===== src/rtl/pipe_mem_responder_if.sv =====
// pipe_mem_responder_if: pipeline imem/dmem request ports plus the single downstream memory port.
// Parameters: ADDR_W byte-address width, DATA_W data width (byte enables are DATA_W/8 wide).
// slave: responder view (takes requests and mem_rdata/mem_resp, drives responses and mem_*).
// master: environment view (pipeline stages and memory model).
interface pipe_mem_responder_if #(parameter int ADDR_W = 32, parameter int DATA_W = 32);
  logic imem_read;
  logic [ADDR_W-1:0] imem_address;
  logic [DATA_W-1:0] imem_rdata;
  logic imem_resp;
  logic dmem_read;
  logic dmem_write;
  logic [ADDR_W-1:0] dmem_address;
  logic [DATA_W-1:0] dmem_wdata;
  logic [DATA_W/8-1:0] dmem_mbe;
  logic [DATA_W-1:0] dmem_rdata;
  logic dmem_resp;
  logic mem_read;
  logic mem_write;
  logic [ADDR_W-1:0] mem_address;
  logic [DATA_W-1:0] mem_wdata;
  logic [DATA_W/8-1:0] mem_mbe;
  logic [DATA_W-1:0] mem_rdata;
  logic mem_resp;
  modport slave (
    input imem_read, imem_address, dmem_read, dmem_write, dmem_address, dmem_wdata, dmem_mbe,
    input mem_rdata, mem_resp,
    output imem_rdata, imem_resp, dmem_rdata, dmem_resp,
    output mem_read, mem_write, mem_address, mem_wdata, mem_mbe
  );
  modport master (
    output imem_read, imem_address, dmem_read, dmem_write, dmem_address, dmem_wdata, dmem_mbe,
    output mem_rdata, mem_resp,
    input imem_rdata, imem_resp, dmem_rdata, dmem_resp,
    input mem_read, mem_write, mem_address, mem_wdata, mem_mbe
  );
endinterface


===== src/rtl/pipe_mem_responder.sv =====
// pipe_mem_responder: arbitrates pipeline imem/dmem requests onto one downstream memory port.
// Ports: clk, rst (sync, active high), bus (pipe_mem_responder_if.slave: imem_*/dmem_* request
// and held-response signals, registered mem_* downstream outputs, mem_rdata/mem_resp inputs).
// Widths follow the interface parameters. Define PIPE_MEM_RR_ARB_EN for round-robin arbitration
// on conflicts; otherwise dmem always wins.
module pipe_mem_responder (
  input logic clk,
  input logic rst,
  pipe_mem_responder_if.slave bus
);
  typedef enum logic [1:0] {IDLE, ISSUE_I, ISSUE_D} state_t;
  state_t state, state_n;
  logic i_done, d_done, i_req, d_req, pend_i, pend_d, pick_d, issue, fin_i, fin_d;
  assign i_req = bus.imem_read;
  assign d_req = bus.dmem_read | bus.dmem_write;
  assign pend_i = i_req & ~i_done;
  assign pend_d = d_req & ~d_done;
`ifdef PIPE_MEM_RR_ARB_EN
  // set when dmem was the most recently issued port
  logic rr_last;
  always_ff @(posedge clk)
    if (rst) rr_last <= 1'b0;
    else if (issue) rr_last <= pick_d;
  assign pick_d = pend_d & (~pend_i | ~rr_last);
`else
  assign pick_d = pend_d;
`endif
  always_comb begin
    issue = state == IDLE && (pend_i || pend_d);
    fin_i = state == ISSUE_I && bus.mem_resp;
    fin_d = state == ISSUE_D && bus.mem_resp;
    state_n = state == IDLE ? (pick_d ? ISSUE_D : pend_i ? ISSUE_I : IDLE) : bus.mem_resp ? IDLE : state;
  end
  // done only sets if the request is still up when the downstream completes, so aborted
  // transactions never raise a response; dropping the request clears it
  assign bus.imem_resp = i_done & i_req;
  assign bus.dmem_resp = d_done & d_req;
  always_ff @(posedge clk) begin
    if (rst) begin
      state <= IDLE;
      i_done <= 1'b0;
      d_done <= 1'b0;
      bus.mem_read <= 1'b0;
      bus.mem_write <= 1'b0;
      bus.mem_address <= '0;
      bus.mem_wdata <= '0;
      bus.mem_mbe <= '0;
      bus.imem_rdata <= '0;
      bus.dmem_rdata <= '0;
    end else begin
      state <= state_n;
      i_done <= i_req & (i_done | fin_i);
      d_done <= d_req & (d_done | fin_d);
      if (issue) begin
        bus.mem_read <= ~(pick_d & bus.dmem_write);
        bus.mem_write <= pick_d & bus.dmem_write;
        bus.mem_address <= pick_d ? bus.dmem_address : bus.imem_address;
        bus.mem_wdata <= pick_d ? bus.dmem_wdata : '0;
        bus.mem_mbe <= pick_d & bus.dmem_write ? bus.dmem_mbe : '1;
      end else if (fin_i | fin_d) begin
        bus.mem_read <= 1'b0;
        bus.mem_write <= 1'b0;
      end
      if (fin_i & i_req) bus.imem_rdata <= bus.mem_rdata;
      if (fin_d & d_req & bus.mem_read) bus.dmem_rdata <= bus.mem_rdata;
    end
  end
`ifndef SYNTHESIS
  a_rw_excl: assert property (@(posedge clk) disable iff (rst) !(bus.dmem_read && bus.dmem_write))
    else $error("dmem_read and dmem_write both high");
`endif
endmodule


===== src/flat_wrapper.sv =====
// flat-port wrapper written by rule: the top's interface ports become plain ports
module pipe_mem_responder_flat 
  (clk, rst, bus_imem_read, bus_imem_address, bus_dmem_read, bus_dmem_write, bus_dmem_address, bus_dmem_wdata, bus_dmem_mbe, bus_mem_rdata, bus_mem_resp, bus_imem_rdata, bus_imem_resp, bus_dmem_rdata, bus_dmem_resp, bus_mem_read, bus_mem_write, bus_mem_address, bus_mem_wdata, bus_mem_mbe);
  pipe_mem_responder_if bus_i ();
  input logic clk;
  input logic rst;
  input wire logic [$bits(bus_i.imem_read)-1:0] bus_imem_read;
  input wire logic [$bits(bus_i.imem_address)-1:0] bus_imem_address;
  input wire logic [$bits(bus_i.dmem_read)-1:0] bus_dmem_read;
  input wire logic [$bits(bus_i.dmem_write)-1:0] bus_dmem_write;
  input wire logic [$bits(bus_i.dmem_address)-1:0] bus_dmem_address;
  input wire logic [$bits(bus_i.dmem_wdata)-1:0] bus_dmem_wdata;
  input wire logic [$bits(bus_i.dmem_mbe)-1:0] bus_dmem_mbe;
  input wire logic [$bits(bus_i.mem_rdata)-1:0] bus_mem_rdata;
  input wire logic [$bits(bus_i.mem_resp)-1:0] bus_mem_resp;
  output wire logic [$bits(bus_i.imem_rdata)-1:0] bus_imem_rdata;
  output wire logic [$bits(bus_i.imem_resp)-1:0] bus_imem_resp;
  output wire logic [$bits(bus_i.dmem_rdata)-1:0] bus_dmem_rdata;
  output wire logic [$bits(bus_i.dmem_resp)-1:0] bus_dmem_resp;
  output wire logic [$bits(bus_i.mem_read)-1:0] bus_mem_read;
  output wire logic [$bits(bus_i.mem_write)-1:0] bus_mem_write;
  output wire logic [$bits(bus_i.mem_address)-1:0] bus_mem_address;
  output wire logic [$bits(bus_i.mem_wdata)-1:0] bus_mem_wdata;
  output wire logic [$bits(bus_i.mem_mbe)-1:0] bus_mem_mbe;
  assign bus_i.imem_read = bus_imem_read;
  assign bus_i.imem_address = bus_imem_address;
  assign bus_i.dmem_read = bus_dmem_read;
  assign bus_i.dmem_write = bus_dmem_write;
  assign bus_i.dmem_address = bus_dmem_address;
  assign bus_i.dmem_wdata = bus_dmem_wdata;
  assign bus_i.dmem_mbe = bus_dmem_mbe;
  assign bus_i.mem_rdata = bus_mem_rdata;
  assign bus_i.mem_resp = bus_mem_resp;
  assign bus_imem_rdata = bus_i.imem_rdata;
  assign bus_imem_resp = bus_i.imem_resp;
  assign bus_dmem_rdata = bus_i.dmem_rdata;
  assign bus_dmem_resp = bus_i.dmem_resp;
  assign bus_mem_read = bus_i.mem_read;
  assign bus_mem_write = bus_i.mem_write;
  assign bus_mem_address = bus_i.mem_address;
  assign bus_mem_wdata = bus_i.mem_wdata;
  assign bus_mem_mbe = bus_i.mem_mbe;
  pipe_mem_responder u_core (.clk(clk), .rst(rst), .bus(bus_i));
endmodule

===== config.mk =====
export PLATFORM = sky130hd
export DESIGN_NAME = pipe_mem_responder_flat
export DESIGN_NICKNAME = d
export VERILOG_FILES = /design/src/rtl/pipe_mem_responder_if.sv /design/src/rtl/pipe_mem_responder.sv /design/src/flat_wrapper.sv
export SDC_FILE = /design/constraint.sdc
export NUM_CORES = 1
export LEC_CHECK = 0
export BUFFER_PORTS_ARGS = -buffer_cell sky130_fd_sc_hd__clkbuf_2
export CAP_MARGIN = 5
export CORE_MARGIN = 2
export CORE_UTILIZATION = 46
export DETAILED_ROUTE_END_ITERATION = 6
export MAX_ROUTING_LAYER = met4
export PLACE_DENSITY = 0.8
export REMOVE_ABC_BUFFERS = 1
export SYNTH_ARGS = -nofsm -noshare
export SYNTH_HDL_FRONTEND = slang
export SYNTH_SLANG_ARGS = --single-unit

===== constraint.sdc =====
create_clock -name clk -period 1.9 [get_ports clk]
set_input_delay 0.285 -clock clk [delete_from_list [all_inputs] [get_ports clk]]
set_output_delay 0.285 -clock clk [all_outputs]
set_load 0.02 [all_outputs]

==> results.cfg, run 1 <==
[outcome]
outcome = finished, final reports clean

[floorplanning]
die_area_um2 = 13300
design.core.area_um2 = 12100
ioPinCount = 274
die_y_um = 115
fp.dieW_um = 115
start_util_pct = 47.2
num_rows = 40

[power_and_ir_drop]
p_int_w = 0.00572
p_leak_nw = 3.38
pwr-share-seq_pct = 40.1
p_per_area_nw_per_um2 = 1030
combPwrFrac_pct = 19.1
power.total_w = 0.00799
p_sw_share_pct = 28.4
power_frac_clock_pct = 40.8
ir_drop_mv = 0.761
power_switching_w = 0.00227

[hold_path]
hold_class = input port to flop

[global_routing]
overflow = 0
grt_first_pass_wirelength_um = 26200
grt_usage_pct = 25.8
antenna_found_initial = 0
grt_pass1_vias = 5287
grt_max_degree = 54

[flow_run]
maxCapViolations = 0

[place]
dp_hpwl_um = 11400
portBuffers = 273
placed_cells = 1034
gp_congestion = 0.827
placed_cell_area_um2 = 7160

[sta]
slew_headroom_pct = 71.0
setup_violations = 0
post-route-period-util_pct = 84.3
max_freq_ghz = 0.625
finalHoldViolations = 0
rsz0062_at_grt = no
fin_setup_tns_ns = 0
clock_skew_ns = 0.00760
maxSlewViolCount = 0
layout_min_cycle_time_ns = 1.60
tightest_slew_ns = 0.435

[drt]
drtIter0Drc = 698
vias = 5747
ant_nets = 0
wl_per_cell_um = 15.8
firstDrtPassIters = 5
wirelength_um = 16900
drc_errors = 0
routed_via_density = 5.39

[clock_network]
numCtsBuffers = 17
cts_tree = done
cts-root-buf = clkbuf_16
cts.sinks = 138
cts_hold_buf = 0
clkTransAtPathRegs_ns = 0.06
cts.repair.resized = 0
insertion_delay_ns = 0.42
clockBufferDepth = 2
cts_setup_buffers = 0
htree_levels = 4

[yosys]
avgSynthCellArea_um2 = 8.89
synth_flop_cell = dfxtp_1
synth_edf_count = 0
synth_top_area_share_pct = 48.6
async_flop_share_pct = 0
post-synth-top-count-cell = dfxtp_1
ys_seq_elements = 138
synth_warnings = 0
ys_types = 36
synth_common_cells = dfxtp_1, a21oi_1, nand2_1, nand3_1, nor2_1
yosysTopAreaCell = dfxtp_1
syn_inst = 640
synthesis.area_um2 = 5690
yosysSeqAreaShare_pct = 48.6
synthTopCellsByArea = dfxtp_1, a21oi_1, mux2i_1, nand3_1, nand2_1

[finish]
area_delta_synth_final_pct = 36.1
utilization_pct = 64.2
drive_gt1_share_pct = 38.2
finalNetCount = 1023
multi_input_area_um2 = 2550
ff_latch_area_um2 = 2760
diodes = 0
finalInstanceArea_um2 = 7740
final_cells = 1066
nFillCells = 1037

[critical_path]
cp.required_ns = 2.21
crit_arrival_ns = 1.91
crit_path_max_fanout = 53
end_kind = flop
start_kind = flop
path_class = flop to flop
-- critical path, cell delays in order, from the launching register on --
cell,delay [ns]
dfxtp_1,0.46
o21bai_4,0.22
buf_12,0.30
mux2i_1,0.14
a221oi_1,0.32
-- power by group through the flow --
| stage | Combinational (W) | Clock (W) | Sequential, W |
|---|---|---|---|
| floorplan | 0.000603 | 0 | 0.00349 |
| global placement | 0.00151 | 0 | 0.00326 |
| detailed placement | 0.00152 | 0 | 0.00326 |
| CTS | 0.00153 | 0.00329 | 0.00320 |
| global route | 0.00164 | 0.00343 | 0.00322 |
| finish | 0.00153 | 0.00326 | 0.00320 |
-- placed cells by master (no fill, tap or decap), types with 4 or more instances in the layout --
master | synthesis | routed
clkbuf_2 | 0 | 272
dfxtp_1 | 138 | 138
a21oi_1 | 98 | 98
nand2_1 | 66 | 66
nand3_1 | 64 | 64
nor2_1 | 42 | 42
o21ai_0 | 35 | 34
o211ai_1 | 32 | 32
mux2i_1 | 32 | 32
a221oi_1 | 22 | 22
buf_4 | 6 | 19
clkbuf_16 | 0 | 17
a221oi_2 | 11 | 11
buf_12 | 0 | 6
nor4_1 | 4 | 4
a211oi_1 | 4 | 4
clkinv_2 | 0 | 4
clkbuf_8 | 0 | 4
clkbuf_1 | 41 | 4
-- routing by layer --
metal	routed length (µm)	part of all wire, %	vias up	GRT usage [%]
li1	-	-	2801	-
met1	7190	43	2723	31.9
met2	8390	50	196	41.0
met3	946	5.6	27	5.85
met4	349	2.1	0	9.88
met5	0	0	-	-
-- layout make-up --
class / instances / area share [%]
Sequential cell: 138 / 35.7
Clock inverter: 7 / 1.15
Clock buffer: 25 / 6.40
Timing Repair Buffer: 297 / 21.0
Tap cell: 168 / 2.72
Multi-Input combinational cell: 429 / 33.0
Inverter: 2 / 0.0970
-- sequential cells by signal, summed over array words and instances, names as in the netlist --
name,flops
u_core.bus.mem_wdata,32
u_core.i_done,1
u_core.d_done,1
u_core.bus.mem_write,1
u_core.bus.dmem_rdata,32
u_core.bus.mem_read,1
u_core.bus.mem_mbe,4
u_core.bus.mem_address,32
u_core.state,2
u_core.bus.imem_rdata,32
-- metrics by stage --
step | hold slack [ns] | setup slack, ns
final | 0.101 | 0.299
after global routing | 0.0850 | 0.166
after CTS | 0.0819 | 0.291
after detailed placement | 0.447 | 0.287
after global placement | 0.443 | 0.315
after floorplan | 0.351 | -0.639
-- cell families after synthesis --
logic type                share of synthesized area (%)
DFF                                                48.6
AOI/OAI and AO/OA                                  24.0
and+or+nand+nor                                    14.9
muxes                                              5.63
xor gates and xnor gates                          0.154
buffers and inverters                              6.80
-- worst paths after layout --
path	start	end	slack [ns]	cells past startpoint
worst max-delay path	u_core.d_done$_SDFF_PP0_	u_core.bus.mem_address[23]$_SDFFE_PP0P_	0.30	4
worst min-delay path	bus_dmem_wdata[19]	u_core.bus.mem_wdata[19]$_SDFFE_PP0P_	0.10	3
worst max register to register	u_core.d_done$_SDFF_PP0_	u_core.bus.mem_address[23]$_SDFFE_PP0P_	0.30	4
worst min register to register	u_core.bus.imem_rdata[5]$_SDFFE_PP0P_	u_core.bus.imem_rdata[5]$_SDFFE_PP0P_	0.45	2
No activity file was read; power rests on OpenSTA's default activity.
==> run 2: changes to the inputs <==
- ABC_AREA: not set -> 1
- clock period: 1.9 -> 1.6 ns (I/O delays scaled with it)
==> run 2 against run 1 <==
  * Worst hold slack got worse by 0.043 ns
  * Setup slack worse by 0.22 ns
  * Critical path depth stayed put
  * Area after synthesis down 0.57%
  * Global-route usage decreased by 0.19 points
  * Clock power is 27% higher
  * Via count up 5.0%
  * Synthesized cell count increased by 25%
  * Cell count rose by 14%
  * Non-clock buffer count shrank 4
  * Critical endpoint is now bus_dmem_resp
==> results.cfg, run 2 <==
[critical_path]
cp_top_family = buffers and inverters
start_kind = flop
end_kind = output pin
cp.required_ns = 1.36
path_cells = inv_2, buf_8, nor2_1, clkbuf_2
slowest_stage = dfxtp_1
r2r_slack_ns = 0.22
crit_arrival_ns = 1.28
cpPeakStageDelay_ns = 0.31
crit_path_max_fanout = 34
path_class = flop to output pin
crit_buf_inv = 3

[finish]
final_common_cell = nand2_1
diodes = 0
area_delta_synth_final_pct = 38.1
finalNetCount = 1193
drive_gt1_share_pct = 31.6
final_cell_mix = nand2_1, clkbuf_2, dfxtp_1, a21oi_1, nor2_1
utilization_pct = 65.0
final_cells = 1215

[clock_network]
cts_hold_buf = 0
clkTransAtPathRegs_ns = 0.06
insertion_delay_ns = 0.41
clockBufferDepth = 2
cts_setup_buffers = 0
cts_tree = done
cts-root-buf = clkbuf_16
htree_levels = 4
cts.sinks = 138
numCtsBuffers = 17

[power_and_ir_drop]
ir_drop_mv = 0.705
power.total_w = 0.00969
p_per_area_nw_per_um2 = 1240
p_leak_nw = 3.89

[yosys]
async_flop_share_pct = 0
ys_seq_elements = 138
synthesis.area_um2 = 5660
syn_inst = 801
synth_edf_count = 0
post-synth-top-count-cell = nand2_1
synth_top_area_share_pct = 48.8
yosysSeqAreaShare_pct = 48.8
synth_flop_cell = dfxtp_1
ys_types = 22
synth_common_cells = nand2_1, dfxtp_1, a21oi_1, nor2_1, inv_1
synthTopCellsByArea = dfxtp_1, nand2_1, a21oi_1, nor2_1, nand4_1
yosysTopAreaCell = dfxtp_1
synth_warnings = 0
avgSynthCellArea_um2 = 7.06

[floorplanning]
num_rows = 40
ioPinCount = 274
start_util_pct = 47.1
fp.dieW_um = 115
design.core.area_um2 = 12000
die_y_um = 115
die_area_um2 = 13200

[drt]
routed_via_density = 4.97
wl_per_cell_um = 13.6
vias = 6037
firstDrtPassIters = 5
wirelength_um = 16500
drtIter0Drc = 410
ant_nets = 0
drc_errors = 0

[flow_run]
maxCapViolations = 0

[global_routing]
overflow = 0
grt_pass1_vias = 5393
grt_usage_pct = 25.6
grt_first_pass_wirelength_um = 25800
antenna_found_initial = 0
grt_max_degree = 67

[sta]
post-route-period-util_pct = 95.2
rsz0062_at_grt = no
max_freq_ghz = 0.657
tightest_slew_ns = 0.375
clock_skew_ns = 0.00460
finalHoldViolations = 0
setup_ws_ns = 0.0770
layout_min_cycle_time_ns = 1.52
holdWs_ns = 0.0579
maxSlewViolCount = 0
setup_violations = 0
slew_headroom_pct = 75.0

[outcome]
outcome = finished, final reports clean

[place]
portBuffers = 273
dp_hpwl_um = 11400
placed_cells = 1183
place_ws_ns = 0.155
gp_congestion = 0.829

[hold_path]
hold_class = input port to flop
## run 2: changes by cell type after synthesis, moves of 32 or more
cell,previous run,this run
inv_1,2,43
nand4_1,0,33
nand2_1,66,303
o21ai_0,35,0
o211ai_1,32,0
nor2_1,42,75
mux2i_1,32,0
## run 2: per-layer routing
layer / global-route usage (%) / share of wire (%) / vias to the layer above
met3: 6.33 / 7.0 / 41
met2: 41.1 / 48 / 258
met1: 30.1 / 42 / 2701
li1: - / - / 3037
met5: - / 0 / -
met4: 12.1 / 3.2 / 0
## run 2: through the flow
stage / cell area [µm²] / TNS [ns]
finish: 7810 / 0
detailed placement: 7170 / 0
CTS: 7810 / 0
global placement: 7170 / 0
floorplan: 5340 / -55.63
global route: 7810 / 0
## run 2: worst min-delay path, stage by stage
cell and delay, ns:
clkbuf_2 0.08, nand2_1 0.05, a21oi_1 0.05
## run 2: logic make-up after synthesis
| group | count (synthesis) | share of synthesized area [%] |
|---|---|---|
| AOI/OAI and AO/OA | 102 | 9.12 |
| buffers and inverters | 107 | 8.78 |
| DFF | 138 | 48.8 |
| and+or+nand+nor | 454 | 33.3 |
## run 2: worst paths after layout
path,depth (start not counted),end,startpoint
worst max-delay path,4,bus_dmem_resp,u_core.d_done$_SDFF_PP0_
worst min register to register,2,u_core.bus.dmem_rdata[13]$_SDFFE_PP0P_,u_core.bus.dmem_rdata[13]$_SDFFE_PP0P_
worst min-delay path,3,u_core.bus.mem_wdata[15]$_SDFFE_PP0P_,bus_dmem_wdata[15]
worst max register to register,7,u_core.bus.mem_wdata[2]$_SDFFE_PP0P_,u_core.d_done$_SDFF_PP0_
## run 2: power breakdown
group | internal [W] | leakage (nW) | switching [W]
Combinational | 0.000634 | 2.45 | 0.00112
Clock | 0.00269 | 0.307 | 0.00145
Sequential | 0.00367 | 1.13 | 0.000125
Total | 0.00700 | 3.89 | 0.00269
## run 2: area by class of cell
type,count,area [µm²]
Clock buffer,21,460
Clock inverter,11,169
Fill cell,1079,4200
Inverter,49,184
Multi-Input combinational cell,556,2400
Sequential cell,138,2760
Tap cell,147,184
Timing Repair Buffer,293,1650
## run 2: repair_timing
item	4_1_cts	5_1_grt
hold endpoints to repair	0	0
endpoints found under the setup margin	1	1
gates resized for setup	1	1
==> run 3: changes to the inputs <==
- CAP_MARGIN: 5 -> 20
- CORE_MARGIN: 2 -> 4
==> run 3 against run 2 <==
  * Combinational power is essentially flat
  * Global-route usage shrank 1.7 points
  * Worst hold slack lost 0.013 ns
  * Maximum frequency grew 1.7%
  * Die area grew 7.1%
  * Clock skew grew 0.0036 ns
==> results.cfg, run 3 (synthesis gave the netlist of run 2 again) <==
[outcome]
outcome = finished, final reports clean

[finish]
diodes = 0
finalInstanceArea_um2 = 7720
finalNetCount = 1189
area_delta_synth_final_pct = 36.5
drive_gt1_share_pct = 31.4
final_common_cell = nand2_1
nFillCells = 1099
final_cell_mix = nand2_1, clkbuf_2, dfxtp_1, a21oi_1, nor2_1

[floorplanning]
num_rows = 40
ioPinCount = 274
die_y_um = 119
start_util_pct = 47.1
design.core.area_um2 = 12000
die_area_um2 = 14100
fp.dieW_um = 119

[global_routing]
grt_first_pass_wirelength_um = 26700
grt_usage_pct = 23.9
grt_max_degree = 101
antenna_found_initial = 0
grt_pass1_vias = 5491
overflow = 0

[place]
portBuffers = 273
placed_cell_area_um2 = 7120
gp_congestion = 0.850
dp_hpwl_um = 11500

[drt]
firstDrtPassIters = 5
drtIter0Drc = 270
wirelength_um = 16600
routed_via_density = 4.90
ant_nets = 0
vias = 5929
wl_per_cell_um = 13.7
drc_errors = 0

[hold_path]
hold_class = input port to flop

[critical_path]
path_class = flop to output pin
cp-endpoint = bus_dmem_resp
start_kind = flop
crit_arrival_ns = 1.26
r2r_slack_ns = 0.20
r2r_start = u_core.state[1]$_SDFFE_PP0P_
crit_path_max_fanout = 34
cp.required_ns = 1.36
end_kind = output pin
ff2ff_path_depth = 6
crit_start = u_core.d_done$_SDFF_PP0_
r2r_end = u_core.bus.mem_mbe[3]$_SDFFE_PP0P_

[clock_network]
cts-root-buf = clkbuf_16
htree_levels = 4
cts.sinks = 138
clockBufferDepth = 2
clkTransAtPathRegs_ns = 0.06
cts_setup_buffers = 0
insertion_delay_ns = 0.41
cts_tree = done
numCtsBuffers = 17

[sta]
layout_min_cycle_time_ns = 1.50
tightest_slew_ns = 0.436
post-route-period-util_pct = 93.6
slew_headroom_pct = 70.9
clock_skew_ns = 0.00815
max_freq_ghz = 0.668
holdWs_ns = 0.0449
rsz0062_at_grt = no
maxSlewViolCount = 0
setup_violations = 0
finalHoldViolations = 0
fin_setup_tns_ns = 0

[power_and_ir_drop]
ir_drop_mv = 0.719
p_per_area_nw_per_um2 = 1210
power.total_w = 0.00938
p_leak_nw = 3.84

[flow_run]
maxCapViolations = 0
[run 3: per-stage QoR]
step                cells  util, %  setup WS, ns
floorplan             743        -        -0.657
global placement     1179     59.3         0.159
detailed placement   1179     59.3         0.134
CTS                  1211     64.2        0.0180
global route         1211     64.3        0.0102
finish               1211     64.3         0.102
[run 3: worst min-delay path by stage]
stage,from,end,slack [ns],depth (start not counted)
finish,bus_dmem_mbe[0],u_core.bus.mem_mbe[0]$_SDFFE_PP0P_,0.04,3
global route,bus_dmem_wdata[29],u_core.bus.mem_wdata[29]$_SDFFE_PP0P_,0.04,3
CTS,bus_dmem_mbe[0],u_core.bus.mem_mbe[0]$_SDFFE_PP0P_,0.03,3
detailed placement,u_core.bus.mem_wdata[24]$_SDFFE_PP0P_,u_core.bus.mem_wdata[24]$_SDFFE_PP0P_,0.45,2
global placement,u_core.bus.dmem_rdata[17]$_SDFFE_PP0P_,u_core.bus.dmem_rdata[17]$_SDFFE_PP0P_,0.45,2
floorplan,rst,u_core.bus.dmem_rdata[0]$_SDFFE_PP0P_,0.31,1
[run 3: area by class of cell]
type	instances	area, µm²	area share [%]
clock inverters	10	118	1.52
well taps	147	184	2.38
repair buffers	289	1600	20.7
multi-input cells	556	2400	31.1
clock buffers	22	474	6.14
flip-flops and latches	138	2760	35.8
inverters	49	184	2.38
[run 3: timing repair]
action / 4_1_cts / 5_1_grt
gates resized for setup: 1 / 2
setup endpoints to repair: 1 / 1
hold buffers: 0 / 0
[run 3: power breakdown]
part | switching (W) | internal [W]
registers | 0.000121 | 0.00367
clock network | 0.00145 | 0.00242
logic | 0.00111 | 0.000610
[run 3: routing by layer]
layer,vias to the layer above,share of wire [%],global-route usage (%)
met1,2630,42,28.6
li1,3030,-,-
met4,0,2.2,9.34
met5,-,0,-
met3,26,7.4,6.79
met2,243,48,38.1
[run 3: worst max-delay path, stage by stage, from the launching register on]
cell	delay (ns)
dfxtp_1	0.32
inv_2	0.07
buf_12	0.17
nor2_1	0.10
clkbuf_2	0.18
